===== src/rtl/mem_port_arbiter_if.sv =====
// Request/response bundle between the fetch and data requesters, the arbiter,
// and the shared single-port RAM.
interface mem_port_arbiter_if #(
  parameter int REG_WIDTH  = 32,
  parameter int ADDR_WIDTH = 12
);
  logic                  if_req;
  logic [ADDR_WIDTH-1:0] if_addr;
  logic                  if_gnt;
  logic                  if_valid;
  logic [REG_WIDTH-1:0]  if_rdata;

  logic                  d_req;
  logic                  d_we;
  logic [ADDR_WIDTH-1:0] d_addr;
  logic [REG_WIDTH-1:0]  d_wdata;
  logic                  d_gnt;
  logic                  d_valid;
  logic [REG_WIDTH-1:0]  d_rdata;

  logic                  mem_en;
  logic                  mem_we;
  logic [ADDR_WIDTH-1:0] mem_addr;
  logic [REG_WIDTH-1:0]  mem_wdata;
  logic [REG_WIDTH-1:0]  mem_rdata;

  // arbiter side
  modport slave (
    input  if_req, if_addr, d_req, d_we, d_addr, d_wdata, mem_rdata,
    output if_gnt, if_valid, if_rdata, d_gnt, d_valid, d_rdata,
           mem_en, mem_we, mem_addr, mem_wdata
  );

  // requesters plus RAM side
  modport master (
    output if_req, if_addr, d_req, d_we, d_addr, d_wdata, mem_rdata,
    input  if_gnt, if_valid, if_rdata, d_gnt, d_valid, d_rdata,
           mem_en, mem_we, mem_addr, mem_wdata
  );
endinterface


===== src/rtl/mem_port_arbiter.sv =====
// Two-requester arbiter (fetch, data) for one single-port RAM with 1-cycle read latency.
// Optional fetch starvation guard enabled by defining MEM_ARB_STARVE_GUARD_EN.
module mem_port_arbiter #(
  parameter int REG_WIDTH    = 32,
  parameter int ADDR_WIDTH   = 12,
  parameter int MAX_DATA_RUN = 4
) (
  input  logic                clk,
  input  logic                n_reset,
  mem_port_arbiter_if.slave   bus
);

  typedef enum logic [1:0] {
    OWN_NONE  = 2'd0,
    OWN_FETCH = 2'd1,
    OWN_DATA  = 2'd2
  } owner_e;

  if (MAX_DATA_RUN < 1) begin : g_bad_run
    $error("MAX_DATA_RUN must be at least 1");
  end

  owner_e                owner_q, owner_d;
  logic                  mem_en_q, mem_en_d;
  logic                  mem_we_q, mem_we_d;
  logic [ADDR_WIDTH-1:0] mem_addr_q, mem_addr_d;
  logic [REG_WIDTH-1:0]  mem_wdata_q, mem_wdata_d;
  logic                  if_gnt_q, if_gnt_d;
  logic                  d_gnt_q, d_gnt_d;
  logic                  if_valid_q, if_valid_d;
  logic                  d_valid_q, d_valid_d;
  logic                  grant_f, grant_d;

`ifdef MEM_ARB_STARVE_GUARD_EN
  localparam int CNT_W = $clog2(MAX_DATA_RUN + 1);
  localparam logic [CNT_W-1:0] RUN_MAX = CNT_W'(MAX_DATA_RUN);
  logic [CNT_W-1:0] run_cnt_q, run_cnt_d;
`endif

  always_comb begin
    grant_d     = bus.d_req;
    grant_f     = bus.if_req && !bus.d_req;
`ifdef MEM_ARB_STARVE_GUARD_EN
    // fetch has waited through a full data run: let it through once
    if (bus.d_req && bus.if_req && (run_cnt_q == RUN_MAX)) begin
      grant_d = 1'b0;
      grant_f = 1'b1;
    end
    run_cnt_d = run_cnt_q;
    if (!bus.if_req || grant_f) begin
      run_cnt_d = '0;
    end else if (grant_d && (run_cnt_q != RUN_MAX)) begin
      run_cnt_d = run_cnt_q + 1'b1;
    end
`endif

    mem_en_d    = grant_d || grant_f;
    mem_we_d    = grant_d && bus.d_we;
    mem_addr_d  = mem_addr_q;
    mem_wdata_d = mem_wdata_q;
    if_gnt_d    = grant_f;
    d_gnt_d     = grant_d;
    owner_d     = OWN_NONE;
    if (grant_d) begin
      mem_addr_d  = bus.d_addr;
      mem_wdata_d = bus.d_wdata;
      if (!bus.d_we) owner_d = OWN_DATA;
    end else if (grant_f) begin
      mem_addr_d = bus.if_addr;
      owner_d    = OWN_FETCH;
    end

    // the RAM word for the access issued last cycle appears this cycle
    if_valid_d = (owner_q == OWN_FETCH);
    d_valid_d  = (owner_q == OWN_DATA);
  end

  always_ff @(posedge clk or negedge n_reset) begin
    if (!n_reset) begin
      owner_q     <= OWN_NONE;
      mem_en_q    <= 1'b0;
      mem_we_q    <= 1'b0;
      mem_addr_q  <= '0;
      mem_wdata_q <= '0;
      if_gnt_q    <= 1'b0;
      d_gnt_q     <= 1'b0;
      if_valid_q  <= 1'b0;
      d_valid_q   <= 1'b0;
`ifdef MEM_ARB_STARVE_GUARD_EN
      run_cnt_q   <= '0;
`endif
    end else begin
      owner_q     <= owner_d;
      mem_en_q    <= mem_en_d;
      mem_we_q    <= mem_we_d;
      mem_addr_q  <= mem_addr_d;
      mem_wdata_q <= mem_wdata_d;
      if_gnt_q    <= if_gnt_d;
      d_gnt_q     <= d_gnt_d;
      if_valid_q  <= if_valid_d;
      d_valid_q   <= d_valid_d;
`ifdef MEM_ARB_STARVE_GUARD_EN
      run_cnt_q   <= run_cnt_d;
`endif
    end
  end

  assign bus.mem_en    = mem_en_q;
  assign bus.mem_we    = mem_we_q;
  assign bus.mem_addr  = mem_addr_q;
  assign bus.mem_wdata = mem_wdata_q;
  assign bus.if_gnt    = if_gnt_q;
  assign bus.d_gnt     = d_gnt_q;
  assign bus.if_valid  = if_valid_q;
  assign bus.d_valid   = d_valid_q;
  assign bus.if_rdata  = bus.mem_rdata;
  assign bus.d_rdata   = bus.mem_rdata;

endmodule


===== src/flat_wrapper.sv =====
// flat-port wrapper written by rule: the top's interface ports become plain ports
module mem_port_arbiter_flat 
#(
  parameter int REG_WIDTH    = 32,
  parameter int ADDR_WIDTH   = 12,
  parameter int MAX_DATA_RUN = 4
)
  (clk, n_reset, bus_if_req, bus_if_addr, bus_d_req, bus_d_we, bus_d_addr, bus_d_wdata, bus_mem_rdata, bus_if_gnt, bus_if_valid, bus_if_rdata, bus_d_gnt, bus_d_valid, bus_d_rdata, bus_mem_en, bus_mem_we, bus_mem_addr, bus_mem_wdata);
  mem_port_arbiter_if #(.REG_WIDTH(REG_WIDTH), .ADDR_WIDTH(ADDR_WIDTH)) bus_i ();
  input  logic clk;
  input  logic n_reset;
  input wire logic [$bits(bus_i.if_req)-1:0] bus_if_req;
  input wire logic [$bits(bus_i.if_addr)-1:0] bus_if_addr;
  input wire logic [$bits(bus_i.d_req)-1:0] bus_d_req;
  input wire logic [$bits(bus_i.d_we)-1:0] bus_d_we;
  input wire logic [$bits(bus_i.d_addr)-1:0] bus_d_addr;
  input wire logic [$bits(bus_i.d_wdata)-1:0] bus_d_wdata;
  input wire logic [$bits(bus_i.mem_rdata)-1:0] bus_mem_rdata;
  output wire logic [$bits(bus_i.if_gnt)-1:0] bus_if_gnt;
  output wire logic [$bits(bus_i.if_valid)-1:0] bus_if_valid;
  output wire logic [$bits(bus_i.if_rdata)-1:0] bus_if_rdata;
  output wire logic [$bits(bus_i.d_gnt)-1:0] bus_d_gnt;
  output wire logic [$bits(bus_i.d_valid)-1:0] bus_d_valid;
  output wire logic [$bits(bus_i.d_rdata)-1:0] bus_d_rdata;
  output wire logic [$bits(bus_i.mem_en)-1:0] bus_mem_en;
  output wire logic [$bits(bus_i.mem_we)-1:0] bus_mem_we;
  output wire logic [$bits(bus_i.mem_addr)-1:0] bus_mem_addr;
  output wire logic [$bits(bus_i.mem_wdata)-1:0] bus_mem_wdata;
  assign bus_i.if_req = bus_if_req;
  assign bus_i.if_addr = bus_if_addr;
  assign bus_i.d_req = bus_d_req;
  assign bus_i.d_we = bus_d_we;
  assign bus_i.d_addr = bus_d_addr;
  assign bus_i.d_wdata = bus_d_wdata;
  assign bus_i.mem_rdata = bus_mem_rdata;
  assign bus_if_gnt = bus_i.if_gnt;
  assign bus_if_valid = bus_i.if_valid;
  assign bus_if_rdata = bus_i.if_rdata;
  assign bus_d_gnt = bus_i.d_gnt;
  assign bus_d_valid = bus_i.d_valid;
  assign bus_d_rdata = bus_i.d_rdata;
  assign bus_mem_en = bus_i.mem_en;
  assign bus_mem_we = bus_i.mem_we;
  assign bus_mem_addr = bus_i.mem_addr;
  assign bus_mem_wdata = bus_i.mem_wdata;
  mem_port_arbiter #(.REG_WIDTH(REG_WIDTH), .ADDR_WIDTH(ADDR_WIDTH), .MAX_DATA_RUN(MAX_DATA_RUN)) u_core (.clk(clk), .n_reset(n_reset), .bus(bus_i));
endmodule

===== config.mk =====
export PLATFORM = sky130hd
export DESIGN_NAME = mem_port_arbiter_flat
export DESIGN_NICKNAME = d
export VERILOG_FILES = /design/src/rtl/mem_port_arbiter_if.sv /design/src/rtl/mem_port_arbiter.sv /design/src/flat_wrapper.sv
export SDC_FILE = /design/constraint.sdc
export NUM_CORES = 1
export LEC_CHECK = 0
export CORE_ASPECT_RATIO = 1.4
export CORE_MARGIN = 4
export CORE_UTILIZATION = 33
export CTS_CLUSTER_DIAMETER = 150
export CTS_CLUSTER_SIZE = 24
export DETAILED_ROUTE_END_ITERATION = 10
export GPL_TIMING_DRIVEN = 0
export PLACE_DENSITY_LB_ADDON = 0.12
export SLEW_MARGIN = 25
export SYNTH_ARGS = -nofsm -noshare
export SYNTH_HDL_FRONTEND = slang
export SYNTH_SLANG_ARGS = --single-unit
export TNS_END_PERCENT = 20

===== constraint.sdc =====
create_clock -name clk -period 1.03 [get_ports clk]
set_clock_uncertainty 0.15 [all_clocks]
set_input_delay 0.1545 -clock clk [delete_from_list [all_inputs] [get_ports clk]]
set_output_delay 0.1545 -clock clk [all_outputs]
set_load 0.1 [all_outputs]

==> out/qor.yml, run 1 <==
outcome: "finished, violations left"
violations: "negative hold slack, negative setup slack"
use_met1: 0.172
path_buf_inv: 1
ys_types: 14
path_cells: "buf_12"
clock-sinks: 51
antenna_found_initial: 0
path_max_fanout: 2
diodes: 0
synthToLayoutAreaGrowth_pct: 92.8
clk_path_buf_depth: 2
synth_nets: 291
cts_tree: "built"
fp-row-count: 38
groute.layer.met3.usage: 0.0665
post_dp_cell_area_sq_um: 4640
cts_root_buf: "clkbuf_8"
hold_buffers: 1
slew_headroom: 0.577
multiInputGateArea_sq_um: 743
regArea_sq_um: 1440
synth_edf_count: 0
critical_path.top_delay_family: "flip-flops"
postSynthCellCount: 198
cpMaxStageDelayCell: "dfrtp_4"
netlist_top_cells_count: "64 x buf_4, 51 x dfrtp_1, 32 x mux2_4"
ant_nets: 0
setup_viol: 60
synth.area.top_cells: "dfrtp_1 49%, buf_4 18%, mux2_4 18%"
drive_gt1_frac: 0.724
ys_ff_latch: 51
post-dp-hpwl_mm: 6.10
slew_viol_final: 0
yosys_warnings: 0
fin_crit_sh: 1.25
crit_arrival_ns: 0.98
ir_drop_mv: 0.771
synth_top_area_share: 0.486
use_met2: 0.282
drc: 0
timing.hold.ws_ns: -0.281
required_ns: 0.73
die_y_microns: 114
netlist_area_sq_um: 2620
grt_overflow: 0
post-route-min-period_ns: 1.29
grt_pass1_wl_mm: 12.0
num_io_pins: 207
start_kind: "register"
yosys.cell_count.top_type: "buf_4"
drtIter0Drc: 51
synth_area_per_cell_sq_um: 13.3
ys.flop_type: "dfrtp_1"
die_area_sq_um: 9460
gp_congestion: 0.753
nFillCells: 609
clk_pin_slew_ns: 0.09
hold_class: "input port to asynchronous set/reset pin"
gr-usage-all-layers: 0.158
core_area_sq_um: 7750
fin_nets: 473
drt_wl_total_mm: 7.61
synth_top_area_cell: "dfrtp_1"
path_class: "register to output port"
cts-buffers-inserted: 5
fmax_mhz: 777
p_per_area_nw_per_um2: 1560
yosysSeqAreaShare: 0.486
max_stage_delay_ns: 0.51
design_area_sq_um: 5060
final.setup.worst_slack_ns: -0.257
power.leakage_nw: 2.37
end_kind: "output port"
drv_cap: 0
htreeDepth: 2
post_drt_wl_per_cell_microns: 15.8
io_buffers: 173
rsz0062_at_grt: "yes"
grt_max_degree: 52
synthArstFlopShare: 1.00
vias: 2006
die_width_microns: 83.4
top_usage_layer: "met2"
place_ws_ns: -0.828
viasPerCell: 4.17
clk_latency_ns: 0.30
start_util: 0.339
grt_pass1_vias: 2296
finalHoldViolCount: 51
dr.pass1.iters: 4
tightest_slew_ns: 0.634
==> what timing repair did <==
action                                  in CTS  in global routing
endpoints found under the setup margin     160                 82
setup buffers                                0                  1
resized for setup                          698                  1
endpoints found under the hold margin       52                 51
gates cloned                                 0                  0
==> where the power goes <==
group	leakage, nW	total (mW)	switching, mW	internal (mW)
clock network	0.0474	1.22	0.666	0.549
logic	1.76	4.20	2.73	1.47
registers	0.561	2.50	0.204	2.29
total	2.37	7.91	3.60	4.31
==> sequential cells by signal, summed over array words and instances, names as in the netlist <==
signal	cells
u_core.owner_q	2
u_core.bus.mem_wdata	32
u_core.bus.mem_addr	12
u_core.bus.d_valid	1
u_core.bus.if_valid	1
u_core.bus.mem_we	1
u_core.bus.d_gnt	1
u_core.bus.mem_en	1
==> final cells by class <==
cell class / instances / area share
multi-input combinational: 74 / 0.147
clock buffer: 6 / 0.0163
tap: 100 / 0.0247
clock inverter: 2 / 0.00322
timing repair buffer: 175 / 0.405
buffer: 73 / 0.119
sequential: 51 / 0.284
==> path summary, 6_finish.rpt <==
check | start | end | slack [ns] | cells after the start
worst min-delay path | n_reset | u_core.bus.mem_wdata[15]$_DFFE_PN0P_ | -0.28 | 1
worst max register to register | u_core.bus.mem_wdata[1]$_DFFE_PN0P_ | u_core.bus.mem_wdata[1]$_DFFE_PN0P_ | -0.13 | 2
worst max-delay path | u_core.bus.mem_wdata[20]$_DFFE_PN0P_ | bus_mem_wdata[20] | -0.26 | 1
worst min register to register | u_core.owner_q[1]$_DFF_PN0_ | u_core.bus.if_valid$_DFF_PN0_ | 0.28 | 1
max in group asynchronous | n_reset | u_core.bus.mem_wdata[8]$_DFFE_PN0P_ | 0.52 | 1
min in group clk | bus_if_req | u_core.bus.mem_addr[2]$_DFFE_PN0P_ | 0.03 | 3
==> layer usage <==
metal	routed length, microns	share of wire
met5	0	0
met4	119	0.016
met3	794	0.10
met2	4090	0.54
met1	2610	0.34
==> stage by stage <==
step	total power, mW	TNS (ns)	std cells	util
finish	7.91	-11.88	481	0.653
global placement	6.28	-213.59	471	0.599
global route	8.19	-13.92	481	0.653
floorplan	5.34	-6.27	198	-
CTS	7.98	-12.43	480	0.651
detailed placement	6.30	-102.60	471	0.599
==> cell usage in the layout, fill, tap and decap left out, types with 3 or more instances in the layout <==
| cell | Yosys | layout |
|---|---|---|
| o21ai_1 | 1 | 11 |
| buf_4 | 64 | 129 |
| dfrtp_2 | 0 | 4 |
| buf_12 | 4 | 48 |
| dfrtp_4 | 0 | 42 |
| clkdlybuf4s50_1 | 0 | 57 |
| buf_8 | 0 | 3 |
| buf_6 | 3 | 7 |
| mux2_4 | 32 | 32 |
| dfrtp_1 | 51 | 5 |
| mux2i_1 | 12 | 12 |
| nor2b_1 | 4 | 4 |
| clkbuf_8 | 0 | 6 |
| nand2_1 | 12 | 12 |
==> cells by family after synthesis <==
family                 synth area share
DFF                               0.486
buffers and inverters             0.230
and+or+nand+nor                  0.0315
muxes                             0.229
AOI/OAI and AO/OA                0.0229
Power figures use the tool's default switching activity.
==> run 2, diff against run 1 <==
- CORE_UTILIZATION: 33 -> 30
- clock period: 1.03 -> 1.1 ns (I/O delays scaled with it)
==> run 2 against run 1 <==
- the run still ends with negative hold slack, negative setup slack left
- sequential share of layout area is 0.99 points lower
- combinational power is 7.4% lower
- global-route usage is 0.74 points lower
- wire length is 0.57% higher
- setup slack better by 0.072 ns
- flip-flop and latch count stayed put
- core utilization is 6.6 points lower
- final cell count is 0.83% higher
- via count is 0.50% higher
- count of clock-buffer cells in the layout is 1 higher
- hold slack better by 0.030 ns
- register-to-register slack better by 0.20 ns
- critical endpoint is now bus_mem_wdata[14]
==> out/qor.yml, run 2 (synthesized netlist as in run 1, its figures left out) <==
crit_arrival_ns: 0.97  # about the same
pwr-share-comb: 0.497  # -0.034
ant_nets: 0  # unchanged
ir_drop_mv: 1.00  # +30%
drt_wl_total_mm: 7.65  # +0.57%
path_max_fanout: 2  # unchanged
slew_headroom: 0.572  # -0.00575
layout_common_cells: "129 x buf_4, 57 x clkdlybuf4s50_1, 44 x buf_12"
die_area_sq_um: 10300  # +9.2%
timing.hold.ws_ns: -0.251  # +0.0303 ns
dr.pass1.iters: 4  # unchanged
clock-sinks: 51  # unchanged
rsz0062_at_grt: "yes"
grt_max_degree: 52  # unchanged
design_area_sq_um: 5020  # -0.79%
p_switching_mw: 3.41  # -5.2%
grt_pass1_wl_mm: 12.0  # -0.28%
p_total_mw: 7.82  # -1.1%
drv_cap: 0  # unchanged
start_kind: "register"
max_stage_delay_ns: 0.50  # about the same
path_class: "register to output port"
setup_viol: 50  # -17%
viasPerCell: 4.16  # -0.33%
fp-row-count: 40  # +5.3%
gp_congestion: 0.769  # +2.2%
clkPwrFrac: 0.210  # +0.056
tightest_slew_ns: 0.643  # +0.00863 ns
drc: 0  # unchanged
power.leakage_nw: 2.38  # +0.30%
post-route-min-period_ns: 1.29
path_cells: "buf_12"
fin_nets: 472  # -0.21%
die_width_microns: 87.0  # +4.4%
cpMaxStageDelayCell: "dfrtp_4"
post_dp_cell_area_sq_um: 4590  # -1.2%
required_ns: 0.78  # +0.05 ns
clk_path_buf_depth: 2  # unchanged
violations: "negative hold slack, negative setup slack"
htreeDepth: 2  # unchanged
pwr-share-seq: 0.293  # -0.023
layout_commonest_cell: "buf_4"
grt_overflow: 0  # unchanged
diodes: 0  # unchanged
internal_power_mw: 4.41  # +2.3%
slew_viol_final: 0  # unchanged
vias: 2016  # +0.50%
core_area_sq_um: 8560  # +10%
fmax_mhz: 778
post_drt_wl_per_cell_microns: 15.8  # -0.26%
synthToLayoutAreaGrowth_pct: 91.3
outcome: "finished, violations left"
die_y_microns: 119  # +4.5%
clk_latency_ns: 0.29  # about the same
cts_root_buf: "clkbuf_16"
fin_crit_sh: 1.17
hold_buffers: 1  # unchanged
largest_reg_flops: 32  # unchanged
cts-buffers-inserted: 5  # unchanged
clk_pin_slew_ns: 0.07  # -0.02 ns
grt_pass1_vias: 2356  # +2.6%
critical_path.top_delay_family: "flip-flops"
path_buf_inv: 1  # unchanged
switching_share: 0.436  # -0.0189
start_util: 0.307  # -0.0320
io_buffers: 173  # unchanged
drtIter0Drc: 47  # -7.8%
antenna_found_initial: 0  # unchanged
p_per_area_nw_per_um2: 1560  # -0.32%
num_io_pins: 207  # unchanged
hold_class: "input port to asynchronous set/reset pin"
drive_gt1_frac: 0.721  # -0.00336
post-dp-hpwl_mm: 6.11  # +0.17%
final.setup.worst_slack_ns: -0.185  # +0.0723 ns
finalHoldViolCount: 51  # unchanged
gr-usage-all-layers: 0.151  # -0.00738
cts_tree: "built"
end_kind: "output port"
## run 2: cell types whose count changed in the layout (fill, tap and decap cells not counted), sizes merged
cell,previous run,this run
clkinv,1,0
buf,188,187
clkbuf,7,8
## run 2: power groups by stage
stage	registers, mW	logic (mW)	clock network [mW]
2_1_floorplan	3.50	1.45	0
3_3_place_gp	2.23	3.61	0
3_5_place_dp	2.23	3.63	0
4_1_cts	2.27	3.83	1.72
5_1_grt	2.31	3.99	1.78
6_report	2.29	3.89	1.65
## run 2: repair_timing
action / 4_1_cts / 5_1_grt
endpoints found under the hold margin: 52 / 51
setup buffers: 0 / 0
pin swaps: 0 / 0
endpoints found under the setup margin: 160 / 51
gates resized for setup: 649 / 27
## run 2: path summary, 6_finish.rpt
path	from	endpoint	slack, ns	cells past startpoint
hold / removal	n_reset	u_core.bus.mem_wdata[1]$_DFFE_PN0P_	-0.25	1
setup reg to reg	u_core.bus.mem_wdata[0]$_DFFE_PN0P_	u_core.bus.mem_wdata[0]$_DFFE_PN0P_	0.07	1
max in group asynchronous	n_reset	u_core.bus.mem_addr[2]$_DFFE_PN0P_	0.56	1
setup / recovery	u_core.bus.mem_wdata[14]$_DFFE_PN0P_	bus_mem_wdata[14]	-0.19	1
min in group clk	bus_if_req	u_core.bus.mem_addr[11]$_DFFE_PN0P_	0.07	3
hold reg to reg	u_core.owner_q[1]$_DFF_PN0_	u_core.bus.if_valid$_DFF_PN0_	0.27	1
## run 2: through the flow
step / setup TNS, ns / setup WS (ns) / instances / hold slack (ns) / utilization
after detailed placement: -92.54 / -0.791 / 476 / 0.103 / 0.536
after global routing: -7.51 / -0.207 / 485 / -0.189 / 0.586
final: -6.17 / -0.185 / 485 / -0.251 / 0.586
after global placement: -197.65 / -2.19 / 476 / 0.249 / 0.536
after floorplan: -3.39 / -0.0983 / 198 / -0.281 / -
after CTS: -6.80 / -0.192 / 485 / -0.212 / 0.574
## run 2: area by class of cell
cell class	count	area [sq um]
Tap cell	105	131
Clock inverter	1	7.51
Multi-Input combinational cell	74	743
Buffer	73	604
Fill cell	741	3540
Timing Repair Buffer	174	2000
Sequential cell	51	1380
Clock buffer	7	153
## run 2: metal layers
layer / wire [microns] / GRT usage
met2: 4270 / 0.267
met4: 115 / 0.0497
met3: 895 / 0.0607
met1: 2370 / 0.158
met5: 0 / 0
==> run 3, diff against run 2 <==
- REMOVE_ABC_BUFFERS: not set -> 1
==> run 3 against run 2 <==
- the run ends with negative setup slack left
- via count fell by 22%
- hold slack improved by 0.37 ns
- final cell count fell by 27%
- combinational power fell by 33%
- flip-flop and latch count did not move
- non-clock buffer count fell by 130
- sequential power fell by 3%
- register-to-register slack got worse by 0.03 ns
- maximum frequency rose by 6.5%
- critical endpoint is now bus_mem_wdata[12]
==> out/qor.yml, run 3 (synthesized netlist as in run 1, its figures left out) <==
critical_path.top_delay_family: "flip-flops"
rr_startpoint: "u_core.bus.mem_wdata[23]$_DFFE_PN0P_"
io_buffers: 110  # -36%
hold_start: "bus_d_req"
cpMaxStageDelayCell: "dfrtp_1"
cts_root_buf: "clkbuf_16"
grt_pass1_vias: 1648  # -30%
switching_share: 0.377  # -0.0587
largest_reg_flops: 32  # unchanged
clk_path_buf_depth: 2  # unchanged
fin_crit_sh: 1.10  # -0.0714
finalHoldViolCount: 0  # -100%
p_per_area_nw_per_um2: 1610  # +3.4%
gp_congestion: 0.810  # +5.2%
required_ns: 0.78  # about the same
dr.pass1.iters: 4  # unchanged
vias: 1569  # -22%
rr_endpoint: "u_core.bus.mem_wdata[23]$_DFFE_PN0P_"
diodes: 0  # unchanged
pwr-share-comb: 0.412  # -0.085
path_max_fanout: 2  # unchanged
path_buf_inv: 1  # unchanged
hold_class: "input port to register"
grt_overflow: 0  # unchanged
post-route-min-period_ns: 1.21  # -0.0785 ns
core_area_sq_um: 8560  # unchanged
fin_util: 0.460  # -0.126
start_util: 0.307  # unchanged
cts-buffers-inserted: 5  # unchanged
end_kind: "output port"
internal_power_mw: 3.95  # -10%
antenna_found_initial: 0  # unchanged
die_width_microns: 87.0  # unchanged
fmax_mhz: 829  # +6.5%
tightest_slew_ns: 0.476  # -0.166 ns
reg2reg_depth: 2  # +1
drv_cap: 0  # unchanged
htreeDepth: 2  # unchanged
p_switching_mw: 2.40  # -30%
nFillCells: 784  # +5.8%
cts_tree: "built"
crit_arrival_ns: 0.89  # -0.08 ns
violations: "negative setup slack"
dp.cells: 342  # -28%
gr-usage-all-layers: 0.157  # +0.00621
r2r_slack_ns: 0.04  # -0.03 ns
design_area_sq_um: 3940  # -21%
die_area_sq_um: 10300  # unchanged
drt_wl_total_mm: 8.24  # +7.6%
post_drt_wl_per_cell_microns: 23.2  # +47%
setup_viol: 50  # unchanged
synthToLayoutAreaGrowth_pct: 50.2
slew_viol_final: 0  # unchanged
grt_pass1_wl_mm: 11.4  # -5.0%
hold_depth: 3
num_io_pins: 207  # unchanged
fp-row-count: 40  # unchanged
clkPwrFrac: 0.236  # +0.026
clk_latency_ns: 0.28  # about the same
holdPathEnd: "u_core.bus.mem_addr[3]$_DFFE_PN0P_"
outcome: "finished, violations left"
power.leakage_nw: 1.80  # -24%
slew_headroom: 0.682  # +0.111
drive_gt1_frac: 0.392  # -0.329
viasPerCell: 4.42  # +6.3%
layout_commonest_cell: "clkdlybuf4s50_1"
rsz0062_at_grt: "yes"
ant_nets: 0  # unchanged
path_cells: "buf_12"
die_y_microns: 119  # unchanged
layout_common_cells: "57 x clkdlybuf4s50_1, 51 x dfrtp_1, 46 x buf_12"
path_class: "register to output port"
max_stage_delay_ns: 0.42  # -0.08 ns
final.setup.worst_slack_ns: -0.107  # +0.0785 ns
start_kind: "register"
post-dp-hpwl_mm: 6.62  # +8.4%
drtIter0Drc: 23  # -51%
post_dp_cell_area_sq_um: 3290  # -28%
pwr-share-seq: 0.351  # +0.058
grt_max_degree: 33  # -37%
clk_pin_slew_ns: 0.07  # about the same
final_cells: 355  # -27%
clock-sinks: 51  # unchanged
drc: 0  # unchanged
fin_nets: 342  # -28%
ir_drop_mv: 0.709  # -29%
[run 3: changes by cell type in the layout (fill, tap and decap cells not counted), moves of 3 or more]
cell	previous run	this run
dfrtp_2	27	0
dfrtp_4	18	0
buf_4	129	5
o21ai_1	8	1
buf_6	10	1
o21ai_0	4	11
buf_8	3	6
dfrtp_1	6	51
[run 3: per-stage QoR]
stage	power (mW)	hold WS, ns	setup TNS, ns	setup slack (ns)
global route	6.60	0.147	-6.03	-0.138
finish	6.35	0.117	-4.44	-0.107
CTS	6.41	0.115	-5.14	-0.116
detailed placement	4.42	-0.0495	-51.42	-0.774
global placement	4.43	0.184	-251.05	-2.48
floorplan	3.68	-0.281	-19.66	-0.317
[run 3: cell type report]
cell class              instances  area [sq um]  area share
repair buffers                117          1650       0.419
clock inverters                 1          5.00     0.00127
multi-input cells              74           743       0.189
well taps                     105           131      0.0333
flip-flops and latches         51          1280       0.324
clock buffers                   7           133      0.0337
[run 3: metal layers]
layer,vias to the layer above,part of all wire,track usage
li1,684,-,-
met1,741,0.33,0.161
met5,-,0.0032,0.0481
met4,2,0.014,0.0429
met3,9,0.19,0.141
met2,133,0.46,0.228
[run 3: how the worst max path moves through the flow]
stage / slack [ns] / end / from / cells past startpoint
after CTS: -0.12 / bus_mem_wdata[12] / u_core.bus.mem_wdata[12]$_DFFE_PN0P_ / 1
after global routing: -0.14 / bus_mem_wdata[12] / u_core.bus.mem_wdata[12]$_DFFE_PN0P_ / 1
final: -0.11 / bus_mem_wdata[12] / u_core.bus.mem_wdata[12]$_DFFE_PN0P_ / 1
after floorplan: -0.32 / u_core.bus.mem_addr[0]$_DFFE_PN0P_ / u_core.bus.mem_addr[0]$_DFFE_PN0P_ / 2
after global placement: -2.48 / u_core.bus.mem_addr[7]$_DFFE_PN0P_ / bus_d_req / 2
after detailed placement: -0.77 / u_core.bus.mem_addr[11]$_DFFE_PN0P_ / bus_if_req / 3
[run 3: repair_timing]
item / 4_1_cts / 5_1_grt
setup endpoints to repair: 81 / 50
pin swaps: 0 / 0
hold buffers: 1 / 0
hold endpoints to repair: 51 / 0
buffers inserted: 2 / 2
gates resized for setup: 441 / 7
cloned: 0 / 0
[run 3: power groups by stage]
stage	clock network, mW	registers, mW	logic (mW)
floorplan	0	3.43	0.259
global route	1.65	2.25	2.70
CTS	1.58	2.23	2.61
finish	1.50	2.23	2.62
detailed placement	0	2.17	2.25
global placement	0	2.17	2.26
